<file path="config.mk">
export PLATFORM = sky130hd
export DESIGN_NAME = control_fsm
export DESIGN_NICKNAME = d
export VERILOG_FILES = /design/src/rtl/cpu_pkg.sv /design/src/rtl/cond_eval.sv /design/src/rtl/control_fsm.sv
export SDC_FILE = /design/constraint.sdc
export NUM_CORES = 1
export LEC_CHECK = 0
export CAP_MARGIN = 20
export CORE_AREA = 4 4 45 47
export DETAILED_ROUTE_END_ITERATION = 10
export DIE_AREA = 0 0 49 51
export HOLD_SLACK_MARGIN = 0.02
export PLACE_DENSITY_LB_ADDON = 0.05
export SLEW_MARGIN = 20
export SYNTH_ARGS = -nofsm -noshare
export SYNTH_HDL_FRONTEND = slang
export SYNTH_HIERARCHICAL = 1
export SYNTH_SLANG_ARGS = --single-unit
</file>
<file path="constraint.sdc">
create_clock -name clk -period 5.1 [get_ports clk]
set_clock_uncertainty 0.05 [all_clocks]
set_input_delay 1.53 -clock clk [delete_from_list [all_inputs] [get_ports clk]]
set_output_delay 1.53 -clock clk [all_outputs]
set_load 0.01 [all_outputs]
</file>
<file path="src/rtl/cpu_pkg.sv">
// Shared CPU definitions: opcode map, ALU-op idle code, control FSM state
// encoding and datapath mux select encodings.
package cpu_pkg;

  localparam logic [5:0] OP_RTYPE   = 6'h00;
  localparam logic [5:0] OP_ITYPE_H = 6'h09;
  localparam logic [5:0] OP_LD      = 6'h0A;
  localparam logic [5:0] OP_ST      = 6'h0B;
  localparam logic [5:0] OP_LDSP    = 6'h0C;
  localparam logic [5:0] OP_STSP    = 6'h0D;
  localparam logic [5:0] OP_BR      = 6'h0E;
  localparam logic [5:0] OP_BMI     = 6'h0F;
  localparam logic [5:0] OP_BPL     = 6'h10;
  localparam logic [5:0] OP_BZ      = 6'h11;
  localparam logic [5:0] OP_PUSH    = 6'h12;
  localparam logic [5:0] OP_POP     = 6'h13;
  localparam logic [5:0] OP_CALL    = 6'h14;
  localparam logic [5:0] OP_RET     = 6'h15;
  localparam logic [5:0] OP_MOVE    = 6'h16;
  localparam logic [5:0] OP_HALT    = 6'h20;

  // Opcodes up to and including BR are passed to the ALU controller verbatim.
  localparam logic [5:0] ALUOP_LAST = 6'h0E;
  localparam logic [5:0] ALUOP_NOP  = 6'h3F;

  typedef enum logic [2:0] {
    ST_FETCH  = 3'd0,
    ST_DECODE = 3'd1,
    ST_EXEC   = 3'd2,
    ST_MEM    = 3'd3,
    ST_WB     = 3'd4,
    ST_HALT   = 3'd5
  } state_t;

  localparam logic [1:0] PC_SRC_PC4   = 2'd0;
  localparam logic [1:0] PC_SRC_ALU   = 2'd1;
  localparam logic [1:0] PC_SRC_MEM   = 2'd2;
  localparam logic [1:0] ADDR_SRC_PC  = 2'd0;
  localparam logic [1:0] ADDR_SRC_ALU = 2'd1;
  localparam logic [1:0] ADDR_SRC_SP  = 2'd2;
  localparam logic       WB_SRC_ALU   = 1'b0;
  localparam logic       WB_SRC_MEM   = 1'b1;

  function automatic logic op_defined(input logic [5:0] op);
    return (op <= OP_MOVE) || (op == OP_HALT);
  endfunction

endpackage

</file>
<file path="src/rtl/cond_eval.sv">
// Branch-condition check: high when the opcode is a branch whose condition
// holds for the current registered ALU flags.
module cond_eval
  import cpu_pkg::*;
(
  input  logic [5:0] op,
  input  logic       flag_n,
  input  logic       flag_z,
  output logic       take
);

  always_comb begin
    case (op)
      OP_BR:   take = 1'b1;
      OP_BMI:  take = flag_n;
      OP_BPL:  take = !flag_n;
      OP_BZ:   take = flag_z;
      default: take = 1'b0;
    endcase
  end

endmodule

</file>
<file path="src/rtl/control_fsm.sv">
// Multi-cycle main control unit: sequences FETCH/DECODE/EXEC/MEM/WB and
// drives the ALU-op code and all datapath enables, stalling on mem_ready.
//
// state     | meaning
// ST_FETCH  | instruction read at PC; IR and PC+4 load on mem_ready
// ST_DECODE | opcode classified; undefined opcode pulses illegal
// ST_EXEC   | ALU operation, address calc, branch resolve, SP pre-decrement
// ST_MEM    | data memory access; CALL/RET update PC on completion
// ST_WB     | register file write from ALU or memory data
// ST_HALT   | absorbing stop state; only reset leaves it
module control_fsm
  import cpu_pkg::*;
#(
  parameter int OPW = 6
) (
  input  logic           clk,
  input  logic           rst_n,
  input  logic [OPW-1:0] opcode,
  input  logic           flag_n,
  input  logic           flag_z,
  input  logic           mem_ready,
  output logic [OPW-1:0] alu_op,
  output logic           ir_write,
  output logic           pc_write,
  output logic           reg_write,
  output logic [1:0]     pc_src,
  output logic           wb_src,
  output logic           mem_req,
  output logic           mem_we,
  output logic [1:0]     addr_src,
  output logic           sp_inc,
  output logic           sp_dec,
  output logic           halted,
  output logic           illegal
);

  state_t     state, state_nxt;
  logic [5:0] op;
  logic       take;
  logic       is_alu, is_ls, is_stack, is_store, is_load, is_branch;

  assign op        = 6'(opcode);
  assign is_alu    = (op <= OP_ITYPE_H) || (op == OP_MOVE);
  assign is_ls     = (op == OP_LD) || (op == OP_ST) || (op == OP_LDSP) || (op == OP_STSP);
  assign is_stack  = (op == OP_PUSH) || (op == OP_POP) || (op == OP_CALL) || (op == OP_RET);
  assign is_store  = (op == OP_ST) || (op == OP_STSP) || (op == OP_PUSH) || (op == OP_CALL);
  assign is_load   = (op == OP_LD) || (op == OP_LDSP) || (op == OP_POP);
  assign is_branch = (op == OP_BR) || (op == OP_BMI) || (op == OP_BPL) || (op == OP_BZ);

  cond_eval u_cond_eval (
    .op     (op),
    .flag_n (flag_n),
    .flag_z (flag_z),
    .take   (take)
  );

  always_ff @(posedge clk or negedge rst_n) begin
    if (!rst_n) state <= ST_FETCH;
    else        state <= state_nxt;
  end

  always_comb begin
    state_nxt = state;
    case (state)
      ST_FETCH:  if (mem_ready) state_nxt = ST_DECODE;
      ST_DECODE: begin
        if (op == OP_HALT)        state_nxt = ST_HALT;
        else if (!op_defined(op)) state_nxt = ST_FETCH;
        else                      state_nxt = ST_EXEC;
      end
      ST_EXEC: begin
        if (is_alu)                 state_nxt = ST_WB;
        else if (is_ls || is_stack) state_nxt = ST_MEM;
        else                        state_nxt = ST_FETCH;
      end
      ST_MEM: begin
        if (mem_ready) state_nxt = is_load ? ST_WB : ST_FETCH;
      end
      ST_WB:   state_nxt = ST_FETCH;
      ST_HALT: state_nxt = ST_HALT;
      default: state_nxt = ST_FETCH;
    endcase
  end

  // Outputs are forced to reset values while rst_n is low so a pending
  // memory request is dropped immediately, not at the next edge.
  always_comb begin
    alu_op    = OPW'(ALUOP_NOP);
    ir_write  = 1'b0;
    pc_write  = 1'b0;
    reg_write = 1'b0;
    pc_src    = PC_SRC_PC4;
    wb_src    = WB_SRC_ALU;
    mem_req   = 1'b0;
    mem_we    = 1'b0;
    addr_src  = ADDR_SRC_PC;
    sp_inc    = 1'b0;
    sp_dec    = 1'b0;
    halted    = 1'b0;
    illegal   = 1'b0;
    if (rst_n) begin
      case (state)
        ST_FETCH: begin
          mem_req = 1'b1;
          if (mem_ready) begin
            ir_write = 1'b1;
            pc_write = 1'b1;
          end
        end
        ST_DECODE: illegal = !op_defined(op);
        ST_EXEC: begin
          if (op <= ALUOP_LAST) alu_op = OPW'(op);
          if (is_ls) addr_src = ADDR_SRC_ALU;
          if (is_branch && take) begin
            pc_write = 1'b1;
            pc_src   = PC_SRC_ALU;
          end
          sp_dec = (op == OP_PUSH) || (op == OP_CALL);
        end
        ST_MEM: begin
          mem_req  = 1'b1;
          mem_we   = is_store;
          addr_src = is_stack ? ADDR_SRC_SP : ADDR_SRC_ALU;
          if (mem_ready && (op == OP_RET)) begin
            pc_write = 1'b1;
            pc_src   = PC_SRC_MEM;
            sp_inc   = 1'b1;
          end
          if (mem_ready && (op == OP_CALL)) begin
            pc_write = 1'b1;
            pc_src   = PC_SRC_ALU;
          end
        end
        ST_WB: begin
          reg_write = 1'b1;
          wb_src    = is_load ? WB_SRC_MEM : WB_SRC_ALU;
          sp_inc    = (op == OP_POP);
        end
        ST_HALT: halted = 1'b1;
        default: ;
      endcase
    end
  end

endmodule

</file>
======== Yosys cells after proc, flatten, opt, wreduce, memory -nomap -nowiden ========
Cells that the tools add are included.
storage, ports and cells
  memory bits (read-only) ................. 0
  flip-flop bits (word level) ............. 3
  RAM bits ................................ 0
  latch bits .............................. 0
  bits of input ports ..................... 11
  memories ................................ 0
cells by class
  bitwise gates (word level) .............. 0
  equal/unequal tests ..................... 21
  divide/modulo/power cells ............... 0
  mux-type cells .......................... 46
  $add $sub $neg .......................... 0
  shift-type cells ........................ 0
  reductions and logical operators ........ 26
  magnitude comparators ................... 3
  $mul .................................... 0
operators with widths
  operator            number
  $eq 6x5->1 const B  7
  $eq 6x4->1 const B  6
  $mux 1              25
  $logic_or 1x1->1    18
  $mux 6              3
  $mux 3              5
  $pmux 3 s5          1
  $mux 2              7
  $le 6x4->1 const B  2
  $pmux 2 s2          2
  $eq 3x2->1 const B  2
  $eq 3x3->1 const B  2
  $eq 6x6->1 const B  1
  $le 6x5->1 const B  1
  $ne 2x2->1 const B  2
  $pmux 1 s4          1
  $eq 3x1->1 const B  1
  $logic_and 1x1->1   3
  $logic_not 3->1     1
  $pmux 1 s3          1
  $logic_not 1->1     2
  $pmux 1 s2          1
  $reduce_and 2->1    1
  $reduce_or 2->1     1

======== Logic depth before layout (Yosys ltp) ========
Gate-level depths: netlist (run 1).
  depth in word-level cells ............... 8
  depth in mapped cells ................... 5
  gate-level depth less buffers ........... 5

======== Cells and area by module ========
Netlist (run 1), hierarchy kept.
by module, submodules not included
  module       instances  area an instance (um2)  seq. area each (um2)  cells an instance
  control_fsm  1          634.4                   75.1                  89
  cond_eval    1          55.1                    0.0                   8

======== Worst setup path after synthesis (run 1) ========
No wires, ideal clock.
  path kind ............................... input to output
  start ................................... input port opcode[1]
  end ..................................... output port pc_write
  path buffers ............................ 1
  stages .................................. 5
  data arrival time ....................... 2.576 ns
  slack ................................... 0.944 ns
  path through ............................ buf_4 or2_2 o22ai_1 nand3_1 a311oi_1
between the ends
  cells in the longest elaborated chain, start to end .. 8
ends and longest elaborated chain
  element                                                             line                source
  start, declared                                                     control_fsm.sv:18   input logic [OPW-1:0] opcode,
  parallel branches: the longest is 6 deep, another holds $eq 6x5->1  -
  $pmux 1 s3 (*)                                                      control_fsm.sv:102  case (state)
  $mux 1 (*)                                                          control_fsm.sv:101  if (rst_n) begin
  end, declared                                                       control_fsm.sv:24   output logic pc_write,
Mark *: on every way between the ends.

======== Worst setup path after layout (run 1) ========
  start ................................... input port opcode[3]
  end ..................................... output port illegal
between the ends
  cells in the longest elaborated chain, start to end .. 5
ends and longest elaborated chain
  element                                   line                source
  $le 6x5->1 or $eq 6x6->1 (tied branches)  cpu_pkg.sv:45       return (op <= OP_MOVE) || (op == OP_HALT);
  $logic_or 1x1->1 (*)                      cpu_pkg.sv:45
  $logic_not 1->1 (*)                       control_fsm.sv:110  ST_DECODE: illegal = !op_defined(op);
  $mux 1 (*)                                control_fsm.sv:102
  $mux 1 (*)                                control_fsm.sv:101
  end, declared                             control_fsm.sv:34   output logic illegal
Mark *: on every way between the ends. The rest lies on a longest branch, timed or not.

==> key figures, run 1 <==
Outcome
  • Status: finished clean

Setup path
  • CP max stage cell: clkdlybuf4s50_1
  • WP data arrival: 3440 ps
  • CP max FO: 8
  • CP endpoint kind: output pin
  • CP Class: input port to output pin
  • Crit start category: input port
  • Worst path top cell family by delay: buffers and inverters
  • Most frequent CP cell: clkdlybuf4s50_1
  • Cell breakdown of the critical path: clkdlybuf4s50_1 -> buf_4 -> nor2_1 -> a31oi_1 -> and2_1 -> and3_1 -> clkdlybuf4s50_1
  • Max incr delay on CP: 550 ps
  • Worst Path Required: 3520 ps
  • WP buf/inv: 3

Placement
  • IO buf count: 30
  • Minimum setup slack after placement: -37.0 ps
  • Dpl cells: 153
  • Gpl congestion: 0.843
  • Post-detail-place hpwl: 1.76 mm

Synth
  • Syn avg cell area: 7.11 µm²
  • Synth top area share: 10.9%
  • Sequential fraction of the synthesis area: 10.9%
  • Synth area leaders: dfrtp_1 (11%), nand2_1 (4.9%), nor2_1 (4.9%), nand2b_1 (3.6%), nor2b_1 (3.6%)
  • Synth Cell Area: 689 µm²
  • Gate Count Post-Synth: 97
  • Netlist cell types: 44
  • Yosys synthesis warning count: 6
  • Net count after synthesis: 108
  • Synthesis-stage register bit count: 3
  • Largest area contributor in the synthesized netlist: dfrtp_1

Finish
  • Commonest non-fill, non-tap cell in the layout: clkdlybuf4s50_1
  • Antenna diodes: 0
  • Multi-input gate area: 571 µm²
  • Layout cells sized above 1: 22.1%
  • Largest Register: state
  • Max reg flops: 3
  • Final nets: 152
  • Fillers: 157
  • Most frequent cells in the layout: clkdlybuf4s50_1 (25), buf_4 (17), nand2_1 (9), nor2_1 (9)
  • Finished Layout Cells: 157
  • Layout area overhead: 65.0%
  • Biggest regs: state (3)
  • Register area: 75.1 µm²

Floorplanning
  • Die extent in x: 49 µm
  • Core area: 1650 µm²
  • # rows: 15
  • Starting Density: 41.7%
  • Die height: 51 µm
  • Die footprint: 2500 µm²
  • IO Count: 31

GRT
  • Grt ovf: 0
  • Global routing usage on met3: 0.583%
  • Total Routing Usage GR: 16.2%
  • First-pass GRT wire length: 3.44 mm
  • Vias in the first global route: 807
  • GRT met2 Usage: 31.3%
  • Pin count of the biggest net entering global routing: 12
  • GR met1 Demand/Resource: 20.4%
  • Initial antenna violation count: 0
  • Busiest grt layer: met2

Pwr
  • Combinational Power Share: 58.7%
  • Total Power: 0.234 mW
  • PD cells: 206 nW/µm²
  • Switching share of power: 42.2%
  • Clock Power Share: 17.7%
  • LEAKAGE: 0.504 nW
  • Internal power: 0.136 mW
  • Switching pwr: 0.0989 mW
  • Flop pwr share: 23.6%
  • IR drop worst, VDD: 100 µV

Timing
  • Final worst-path cycle share: 98.4%
  • Setup TNS: 0 ps
  • PnR worst setup slack: 83.7 ps
  • Final hold viol count: 0
  • Setup violators final: 0
  • Slew headroom: 74.0%
  • Max Clk Rate: 199 MHz
  • Hold_ws: 723 ps
  • Minimum clock period: 5020 ps
  • Worst-Margin Slew: 389 ps
  • RSZ-0062 raised after global routing: yes
  • Max-slew violations: 0

Route
  • Number of DRC markers in iteration 0: 31
  • Via count: 897
  • Antenna viol nets, final: 0
  • DRC: 0
  • First drt pass iteration count: 4
  • Routed WL per cell: 13.6 µm
  • DRT Wirelength: 2.14 mm
  • Routed vias/inst: 5.71

Clocking
  • Clk buf depth: 2
  • CTS Hold Buffers Added: 0
  • Clk Tree Root Cell: clkbuf_4
  • # H-tree levels: 1
  • Clock Latency Late Sink: 230 ps
  • TritonCTS buffer count: 3
  • CTS sink cnt: 3
  • Clock slew at reported path FFs: 40 ps
  • TritonCTS clock tree: yes

Min path
  • Worst hold path class: flip-flop to flip-flop

Run
  • Max-cap check violation count: 0
-- cell type report --
| class | instances | area share [%] |
|---|---|---|
| Sequential cell | 3 | 6.60 |
| Clock buffer | 4 | 2.31 |
| Multi-Input combinational cell | 84 | 50.2 |
| Tap cell | 17 | 1.87 |
| Inverter | 2 | 0.660 |
| Timing Repair Buffer | 47 | 38.4 |
-- path summary, 6_finish.rpt --
| kind | start | to | slack [ps] | cells after the start |
|---|---|---|---|---|
| max | opcode[3] | illegal | 80 | 7 |
| min | state[0] | state[0] | 720 | 2 |
| max reg2reg | state[1] | state[2] | 3540 | 5 |
| min reg2reg | state[0] | state[0] | 720 | 2 |
| max in group asynchronous | rst_n | state[1] | 3300 | 2 |
| min in group asynchronous | rst_n | state[2] | 1590 | 2 |
-- power groups by stage --
stage               clock network [mW]  registers [mW]  logic, mW
floorplan                            0          0.0383      0.103
global placement                     0          0.0548      0.136
detailed placement                   0          0.0550      0.138
CTS                             0.0418          0.0546      0.137
global route                    0.0444          0.0584      0.151
finish                          0.0414          0.0553      0.138
-- cells by family after synthesis --
group	count (synthesis)	share of synthesized area (%)
AOI/OAI and AO/OA	24	26.7
xor gates and xnor gates	3	3.81
buffers and inverters	10	8.89
DFF	3	10.9
and+or+nand+nor	57	49.7
-- worst reg2reg max path: stages, from the launching register on --
cell,delay (ps)
dfrtp_1,470
nor4b_4,180
buf_4,180
nand3_1,110
a21boi_1,80
a311o_2,360
-- stage by stage --
| step | utilization (%) | instance area [µm²] |
|---|---|---|
| finish | 68.9 | 1140 |
| global route | 68.9 | 1140 |
| CTS | 67.2 | 1110 |
| detailed placement | 65.7 | 1080 |
| global placement | 65.7 | 1080 |
| floorplan | - | 689 |
-- synthesized netlist by cell type, drive strengths merged --
library cell	number
a221oi	1
and2b	1
and4b	1
o32a	1
xnor2	1
nor3	5
o211ai	1
a311o	1
nand3	3
o22ai	4
and2	2
nand4	1
nand2b	5
xor2	2
o21bai	1
nand3b	2
o221ai	1
buf	6
nor2b	4
dfrtp	3
nor2	9
o21ai	2
a31oi	2
a21oi	4
a311oi	1
and3b	2
o21a	2
nor3b	2
clkbuf	2
nand2	9
nor4b	1
or2	5
inv	2
a21boi	1
and3	4
o2111ai	2
nor4	1
-- per-layer routing --
metal | wire, µm | share of wire [%] | up-vias
li1 | - | - | 444
met1 | 911 | 43 | 428
met2 | 1130 | 53 | 25
met3 | 103 | 4.8 | 0
met4 | 0 | 0 | 0
met5 | 0 | 0 | -
-- repair_timing --
action / in CTS / in global routing
setup buffers: 0 / 0
setup endpoints to repair: 1 / 12
gates resized for setup: 1 / 7
hold endpoints to repair: 0 / 0
(Power assumes the default switching activity.)
==> run 2: changes to the inputs <==
Settings changed: CTS_CLUSTER_DIAMETER set to 50.
==> results of run 2 <==
The final DEF is identical to that of run 1; final timing and power are the same.
